File: src/rtl/uart_pkg.sv
// Shared types and constants for the FIFO-fed UART transmitter.
package uart_pkg;

   typedef enum logic [2:0] {
      ST_IDLE  = 3'd0,
      ST_START = 3'd1,
      ST_DATA  = 3'd2,
      ST_PAR   = 3'd3,
      ST_STOP  = 3'd4
   } state_e;

   localparam int PAR_NONE = 0;
   localparam int PAR_ODD  = 1;
   localparam int PAR_EVEN = 2;

   // Frame length in bit periods: start + data + optional parity + stop.
   function automatic int frame_bits(input int data_bits, input int parity, input int stop_bits);
      return 1 + data_bits + ((parity != PAR_NONE) ? 1 : 0) + stop_bits;
   endfunction

endpackage

File: src/rtl/uart_tx_fifo_sync_fifo.sv
// Single-clock FIFO with wrap-bit pointers; head word is presented combinationally.
module sync_fifo #(
   parameter int WIDTH = 8,
   parameter int DEPTH = 4
) (
   input  logic             clk,
   input  logic             rst,
   input  logic             wr_en,
   input  logic [WIDTH-1:0] wr_data,
   input  logic             rd_en,
   output logic [WIDTH-1:0] rd_data,
   output logic             full,
   output logic             empty
);

   localparam int AW = $clog2(DEPTH);

   logic [WIDTH-1:0] r_mem [DEPTH];
   logic [AW:0]      r_wr_ptr;
   logic [AW:0]      r_rd_ptr;
   logic             w_push;
   logic             w_pop;

   // Same index with differing wrap bits means the writer has lapped the reader.
   assign full    = (r_wr_ptr[AW] != r_rd_ptr[AW]) && (r_wr_ptr[AW-1:0] == r_rd_ptr[AW-1:0]);
   assign empty   = (r_wr_ptr == r_rd_ptr);
   assign w_push  = wr_en && !full;
   assign w_pop   = rd_en && !empty;
   assign rd_data = r_mem[r_rd_ptr[AW-1:0]];

   always_ff @(posedge clk or negedge rst) begin
      if (!rst) begin
         r_wr_ptr <= '0;
         r_rd_ptr <= '0;
      end else begin
         if (w_push) r_wr_ptr <= r_wr_ptr + 1'b1;
         if (w_pop)  r_rd_ptr <= r_rd_ptr + 1'b1;
      end
   end

   always_ff @(posedge clk) begin
      if (w_push) r_mem[r_wr_ptr[AW-1:0]] <= wr_data;
   end

endmodule

File: src/rtl/uart_tx_fifo.sv
// UART transmitter fed by a small FIFO; frames go out back-to-back while words are queued.
module uart_tx_fifo
   import uart_pkg::*;
#(
   parameter int CLKS_PER_BIT = 12,
   parameter int DATA_BITS    = 8,
   parameter int PARITY       = 0,
   parameter int STOP_BITS    = 1,
   parameter int FIFO_DEPTH   = 4
) (
   input  logic                 clk,
   input  logic                 rst,
   input  logic                 wr_en,
   input  logic [DATA_BITS-1:0] wr_data,
   output logic                 full,
   output logic                 empty,
   output logic                 overflow,
   output logic                 busy,
   output logic                 tx_line
);

   localparam int   TIMER_W = $clog2(CLKS_PER_BIT);
   localparam int   BIT_W   = $clog2(DATA_BITS);
   localparam logic HAS_PAR = (PARITY == PAR_ODD) || (PARITY == PAR_EVEN);
   localparam logic ODD_PAR = (PARITY == PAR_ODD);

   localparam logic [2:0] S_IDLE  = ST_IDLE;
   localparam logic [2:0] S_START = ST_START;
   localparam logic [2:0] S_DATA  = ST_DATA;
   localparam logic [2:0] S_PAR   = ST_PAR;
   localparam logic [2:0] S_STOP  = ST_STOP;

   logic [2:0]           r_state;
   logic [TIMER_W-1:0]   r_timer;
   logic [BIT_W-1:0]     r_bit_idx;
   logic                 r_stop_cnt;
   logic                 r_tx;
   logic                 r_busy;
   logic                 r_overflow;
   logic [DATA_BITS-1:0] r_shift;
   logic                 r_par;

   logic                 w_full;
   logic                 w_empty;
   logic [DATA_BITS-1:0] w_head;
   logic                 w_bit_end;
   logic                 w_last_bit;
   logic                 w_last_stop;
   logic                 w_pop;
   logic                 w_data_end;
   logic                 w_par_bit;

   sync_fifo #(
      .WIDTH (DATA_BITS),
      .DEPTH (FIFO_DEPTH)
   ) u_fifo (
      .clk     (clk),
      .rst     (rst),
      .wr_en   (wr_en),
      .wr_data (wr_data),
      .rd_en   (w_pop),
      .rd_data (w_head),
      .full    (w_full),
      .empty   (w_empty)
   );

   assign w_bit_end   = (r_timer == TIMER_W'(CLKS_PER_BIT - 1));
   assign w_last_bit  = (r_bit_idx == BIT_W'(DATA_BITS - 1));
   assign w_last_stop = (r_stop_cnt == 1'(STOP_BITS - 1));
   assign w_data_end  = (r_state == S_DATA) && w_bit_end;
   // Pop from IDLE, or at the end of the final stop bit to chain the next frame without a gap.
   assign w_pop       = !w_empty && ((r_state == S_IDLE) ||
                        ((r_state == S_STOP) && w_bit_end && w_last_stop));
   assign w_par_bit   = r_par ^ r_shift[0] ^ ODD_PAR;

   always_ff @(posedge clk or negedge rst) begin
      if (!rst) begin
         r_state    <= S_IDLE;
         r_timer    <= '0;
         r_bit_idx  <= '0;
         r_stop_cnt <= 1'b0;
         r_tx       <= 1'b1;
         r_busy     <= 1'b0;
         r_overflow <= 1'b0;
      end else begin
         r_overflow <= wr_en && w_full;
         if (r_state == S_IDLE || w_bit_end) r_timer <= '0;
         else                                r_timer <= r_timer + 1'b1;
         case (r_state)
            S_IDLE: begin
               if (!w_empty) begin
                  r_state <= S_START;
                  r_tx    <= 1'b0;
                  r_busy  <= 1'b1;
               end
            end
            S_START: begin
               if (w_bit_end) begin
                  r_state   <= S_DATA;
                  r_tx      <= r_shift[0];
                  r_bit_idx <= '0;
               end
            end
            S_DATA: begin
               if (w_bit_end) begin
                  if (!w_last_bit) begin
                     r_bit_idx <= r_bit_idx + 1'b1;
                     r_tx      <= r_shift[1];
                  end else if (HAS_PAR) begin
                     r_state <= S_PAR;
                     r_tx    <= w_par_bit;
                  end else begin
                     r_state    <= S_STOP;
                     r_tx       <= 1'b1;
                     r_stop_cnt <= 1'b0;
                  end
               end
            end
            S_PAR: begin
               if (w_bit_end) begin
                  r_state    <= S_STOP;
                  r_tx       <= 1'b1;
                  r_stop_cnt <= 1'b0;
               end
            end
            S_STOP: begin
               if (w_bit_end) begin
                  if (!w_last_stop) begin
                     r_stop_cnt <= r_stop_cnt + 1'b1;
                  end else if (!w_empty) begin
                     r_state <= S_START;
                     r_tx    <= 1'b0;
                  end else begin
                     r_state <= S_IDLE;
                     r_tx    <= 1'b1;
                     r_busy  <= 1'b0;
                  end
               end
            end
            default: begin
               r_state <= S_IDLE;
               r_tx    <= 1'b1;
               r_busy  <= 1'b0;
            end
         endcase
      end
   end

   // Payload shifter and running parity; loaded on every pop, no reset needed.
   always_ff @(posedge clk) begin
      if (w_pop) begin
         r_shift <= w_head;
         r_par   <= 1'b0;
      end else if (w_data_end) begin
         r_shift <= {1'b0, r_shift[DATA_BITS-1:1]};
         r_par   <= r_par ^ r_shift[0];
      end
   end

   assign full     = w_full;
   assign empty    = w_empty;
   assign overflow = r_overflow;
   assign busy     = r_busy;
   assign tx_line  = r_tx;

endmodule

File: config.mk
export PLATFORM = sky130hd
export DESIGN_NAME = uart_tx_fifo
export DESIGN_NICKNAME = d
export VERILOG_FILES = /design/src/rtl/uart_pkg.sv /design/src/rtl/uart_tx_fifo_sync_fifo.sv /design/src/rtl/uart_tx_fifo.sv
export SDC_FILE = /design/constraint.sdc
export NUM_CORES = 1
export LEC_CHECK = 0
export BUFFER_PORTS_ARGS = -buffer_cell sky130_fd_sc_hd__buf_2
export CAP_MARGIN = 20
export CORE_UTILIZATION = 55
export DETAILED_ROUTE_END_ITERATION = 8
export HOLD_SLACK_MARGIN = 0.02
export PLACE_DENSITY_LB_ADDON = 0.1
export SLEW_MARGIN = 20
export SYNTH_ARGS = -nofsm -noshare
export SYNTH_HDL_FRONTEND = slang
export SYNTH_SLANG_ARGS = --single-unit
File: constraint.sdc
create_clock -name clk -period 5.3 [get_ports clk]
set_input_delay 1.59 -clock clk [delete_from_list [all_inputs] [get_ports clk]]
set_output_delay 1.59 -clock clk [all_outputs]
set_load 0.05 [all_outputs]
# After elaboration in Yosys (flattened, before gate mapping)
# Memory sizes are Yosys's and may differ from the RTL's.
# Cells that the tools add are included.
# op_classes
mux	38
n_addsub	5
n_bitwise	2
n_eq_ne	18
n_reduce_logical	22
# ops
operator	n
$mux W3	10
$mux W1	20
$mux W8	2
$ne A2 B2 Y1 const B	8
$pmux W3 S5	1
$reduce_and A5 Y1	2
$add A3 B1 Y3 const B	3
$logic_and A1 B1 Y1	8
$reduce_and A7 Y1	1
$eq A3 B2 Y1 const B	2
$eq A3 B3 Y1 const B	2
$pmux W1 S3	2
$pmux W3 S2	1
$reduce_and A6 Y1	1
$pmux W1 S5	1
$add A4 B1 Y4 const B	1
$eq A4 B4 Y1 const B	1
$mux W4	1
$reduce_and A4 Y1	1
$reduce_bool A2 Y1	2
$eq A3 B1 Y1 const B	1
$eq A3 B3 Y1	1
$logic_not A3 Y1	1
$reduce_bool A3 Y1	1
8 further kinds	11
# word_totals
reg_bits	28
mem_bits_rw	32
memories	1
word_cells	96
# memory_table
memory	words	width	read_ports	rd_ports_with_merged_regs	write_ports	line	rtl
u_fifo.r_mem	4	8	1	0	1	uart_tx_fifo_sync_fifo.sv:18	logic [WIDTH-1:0] r_mem [DEPTH];

# Logic depth before layout (Yosys ltp)
# depth
word_depth	6
mapped_depth	6
ltp_nobuf	6

# Hierarchy
# A second synthesis with hierarchy kept.
# unflattened
hier_cells	178
hier_area_um2	2656.3
# modules_own_cells
mod	seq_area_each_um2	cells_per_inst	area_per_inst_um2	n_inst
sync_fifo	1111.1	90	1629.1	1
uart_tx_fifo	566.8	88	1027.2	1

# Worst setup path after synthesis
# Ideal clock, no wire load.
# synth_timing
path_kind	flip-flop to output port
start	register u_fifo.r_rd_ptr[1]
end	output full
arrival_ns	1.514
n_path_buf	1
path_slack_ns	2.196
path_stages_with_launch	5
path_cell_list	dfrtp_1 buf_4 xnor2_4 nand2_1 nor2_1
# synth_via
elab_chain_cells	2
# synth_lines
element	line	rtl
start, declared	uart_tx_fifo_sync_fifo.sv:20	logic [AW:0] r_rd_ptr;
start signal, assigned	uart_tx_fifo_sync_fifo.sv:37	if (w_pop) r_rd_ptr <= r_rd_ptr + 1'b1;
$eq A2 B2 Y1	uart_tx_fifo_sync_fifo.sv:25	assign full = (r_wr_ptr[AW] != r_rd_ptr[AW]) && (r_wr_ptr[AW-1:0] == r_rd_ptr[AW-1:0]);
$logic_and A1 B1 Y1	uart_tx_fifo_sync_fifo.sv:25	
end, declared	uart_tx_fifo.sv:15	output logic full,
# Every way passes these cells.

# Final worst setup path
# layout_timing
start	register u_fifo.r_rd_ptr[0]
end	output empty
# layout_via
elab_chain_cells	1
# layout_lines
element	line	rtl
$eq A3 B3 Y1	uart_tx_fifo_sync_fifo.sv:26	assign empty = (r_wr_ptr == r_rd_ptr);
end, declared	uart_tx_fifo.sv:16	output logic empty,
# Every way passes these cells.

==> impl_metrics.py <==
metrics = {
    "sta": {
        "fin_skew_ns": 0.00757,
        "layout_setup_ws_ns": 1.86,
        "relSlewSlack": 0.481,
        "rsz0062_at_grt": "no",
        "post-route-period-util": 0.648,
        "tns_ns": 0,
        "worst_slew_pin_slew_ns": 0.779,
        "drv_slew": 0,
        "hold_violations": 0,
        "hold_slack_ns": 0.477,
        "fin_crit_ns": 3.44,
        "setup_viol": 0,
        "fmax_mhz": 291,
    },
    "logic_synthesis": {
        "synth-edff-count": 40,
        "synth_area_leaders": "edfxtp_1 (46%), dfrtp_1 (17%), mux4_2 (5.2%)",
        "yosys_warnings": 0,
        "postSynthAreaPerCell_um2": 16.7,
        "yosysUniqueCellTypes": 42,
        "synth_largest_area_cell": "edfxtp_1",
        "mappedNetlistArea_um2": 2610,
        "syn_inst": 156,
        "synth_common_cells": "edfxtp_1 (40), dfrtp_1 (18), ha_1 (8), nor2_1 (8), mux2_2 (7)",
        "synthDominantCellAreaShare": 0.460,
        "synth-seq-cells": 59,
        "ys_seq_area_frac": 0.643,
        "synth_flop_cell": "edfxtp_1",
        "yosysMostFrequentCell": "edfxtp_1",
        "synthArstFlopShare": 0.322,
        "syn-num-nets": 175,
    },
    "place": {
        "dpl_worst_slack_ns": 2.17,
        "placed_area_um2": 2720,
        "dp_hpwl_mm": 2.73,
        "io_buffers": 15,
        "gp_congestion": 0.757,
    },
    "run": {
        "max_cap_viol_count": 0,
    },
    "setup_path": {
        "cp_num_buf_inv": 2,
        "end_kind": "output port",
        "r2r-start": "u_fifo.r_rd_ptr[0]$_DFFE_PN0P_",
        "slowest_stage": "dfrtp_1",
        "path_cells": "xnor2_4 -> nand3_4 -> inv_1 -> buf_2",
        "r2r_end": "r_shift[4]$_DFFE_PP_",
        "cp.arrival_ns": 1.85,
        "cp_data_required_time_ns": 3.71,
        "rrSetupSlack_ns": 3.05,
        "reg2regPathDepth": 4,
        "cp_max_fo": 11,
        "critPathTopFamily": "flip-flops",
        "cp-start-kind": "register",
        "cp_slowest_stage_delay_ns": 0.81,
        "path_class": "reg2out",
    },
    "global_routing": {
        "antenna_found_initial": 0,
        "grt_start_max_net_pins": 20,
        "grt_pass1_wl_mm": 6.58,
        "track_usage": 0.182,
        "grt_overflow": 0,
        "grt_pass1_vias": 1357,
    },
    "power": {
        "vdd_drop_max_uv": 412,
        "power_density_nw_per_um2": 589,
        "p_leak_nw": 1.13,
    },
    "final_layout": {
        "fin_util": 0.653,
        "fin_area_um2": 2900,
        "n_antenna_cell": 0,
        "nFillCells": 313,
        "area_growth_pct": 11.2,
        "drive_gt1_frac": 0.301,
        "final_nets": 197,
    },
    "clock_network": {
        "h-tree-depth": 3,
        "clock_latency_ns": 0.32,
        "cts-resized-gates": 0,
        "clock_sinks": 59,
        "clk_path_buf_depth": 2,
        "cts_setup_buffers": 0,
        "cts_tree": "yes",
        "cts_hold_buf": 0,
        "numCtsBuffers": 9,
        "path_clk_slew_ns": 0.06,
        "root_buffer": "clkbuf_8",
    },
    "min_path": {
        "min-delay-start": "r_timer[0]$_DFF_PN0_",
        "hold_depth": 1,
        "worst_hold_path_type": "reg2reg",
        "whs_endpoint": "r_timer[0]$_DFF_PN0_",
    },
    "run_status": {
        "status": "completed",
    },
    "detailed_routing": {
        "first_pass_iters": 6,
        "wl_mm": 3.97,
        "wl_per_cell_um": 16.9,
        "antenna_left": 0,
        "vias": 1338,
        "drc": 0,
        "drtIter0Drc": 59,
        "viasPerCell": 5.69,
    },
    "floorplan": {
        "die_area_um2": 5020,
        "initial_core_util": 0.587,
        "dieWidth_um": 70.9,
        "die_h_um": 70.9,
        "core-area_um2": 4440,
        "io_pins": 16,
        "fp-row-count": 24,
    },
}
cells by family (layout without fill, tap and decap cells):
family / count (synthesis) / in the layout / share of synthesized area
AO/OA/AOI/OAI: 18 / 18 / 0.0508
XOR/XNOR: 10 / 10 / 0.0480
adder cells (fa/ha/maj): 9 / 9 / 0.0422
buffers and inverters: 9 / 36 / 0.0192
flip-flops: 59 / 59 / 0.643
multiplexers: 17 / 17 / 0.114
AND/OR/NAND/NOR: 34 / 34 / 0.0830
layer usage:
metal | track usage | vias to the layer above | share of wire
li1 | - | 637 | -
met1 | 0.255 | 668 | 0.49
met2 | 0.272 | 25 | 0.46
met3 | 0.0385 | 8 | 0.035
met4 | 0.0933 | 0 | 0.020
met5 | 0 | - | 0
worst max path at each step:
stage | slack [ns] | cells past startpoint | startpoint | end
floorplan | 2.20 | 4 | u_fifo.r_rd_ptr[1]$_DFFE_PN0P_ | full
global placement | 2.18 | 4 | u_fifo.r_rd_ptr[0]$_DFFE_PN0P_ | empty
detailed placement | 2.17 | 4 | u_fifo.r_rd_ptr[0]$_DFFE_PN0P_ | empty
CTS | 1.81 | 4 | u_fifo.r_rd_ptr[0]$_DFFE_PN0P_ | empty
global route | 1.73 | 4 | u_fifo.r_rd_ptr[0]$_DFFE_PN0P_ | empty
finish | 1.86 | 4 | u_fifo.r_rd_ptr[0]$_DFFE_PN0P_ | empty
where the power goes:
group          switching, W  internal, W
Combinational      0.000305     0.000258
Sequential         0.000122     0.000646
Clock              0.000166     0.000213
through the flow:
| stage | power (W) | instances |
|---|---|---|
| floorplan | 0.00123 | 156 |
| global placement | 0.00133 | 219 |
| detailed placement | 0.00135 | 219 |
| CTS | 0.00173 | 235 |
| global route | 0.00181 | 235 |
| finish | 0.00171 | 235 |
final cells by class:
type,instances,area (um2),area share
sequential,59,1680,0.578
timing repair buffer,15,75.1,0.0259
tap,52,65.1,0.0224
multi-input combinational,88,881,0.304
clock inverter,6,56.3,0.0194
clock buffer,10,128,0.0440
inverter,5,18.8,0.00647
flip-flops by register name, summed over array words and instances, names as in the netlist:
| name | count |
|---|---|
| r_bit_idx | 3 |
| r_shift | 8 |
| overflow | 1 |
| r_state | 3 |
| tx_line | 1 |
| u_fifo.r_mem | 32 |
| u_fifo.r_rd_ptr | 3 |
| r_timer | 4 |
| u_fifo.r_wr_ptr | 3 |
| busy | 1 |
cells in the final DEF, fill, tap and decap left out, drive strengths merged, types with 5 or more instances in the layout:
cell type,n
edfxtp,40
a21oi,5
xnor2,7
nor2,9
dfrtp,18
mux2,9
clkbuf,10
ha,8
mux4,8
inv,5
buf,15
Note: power is estimated with default switching activity, not from simulation.
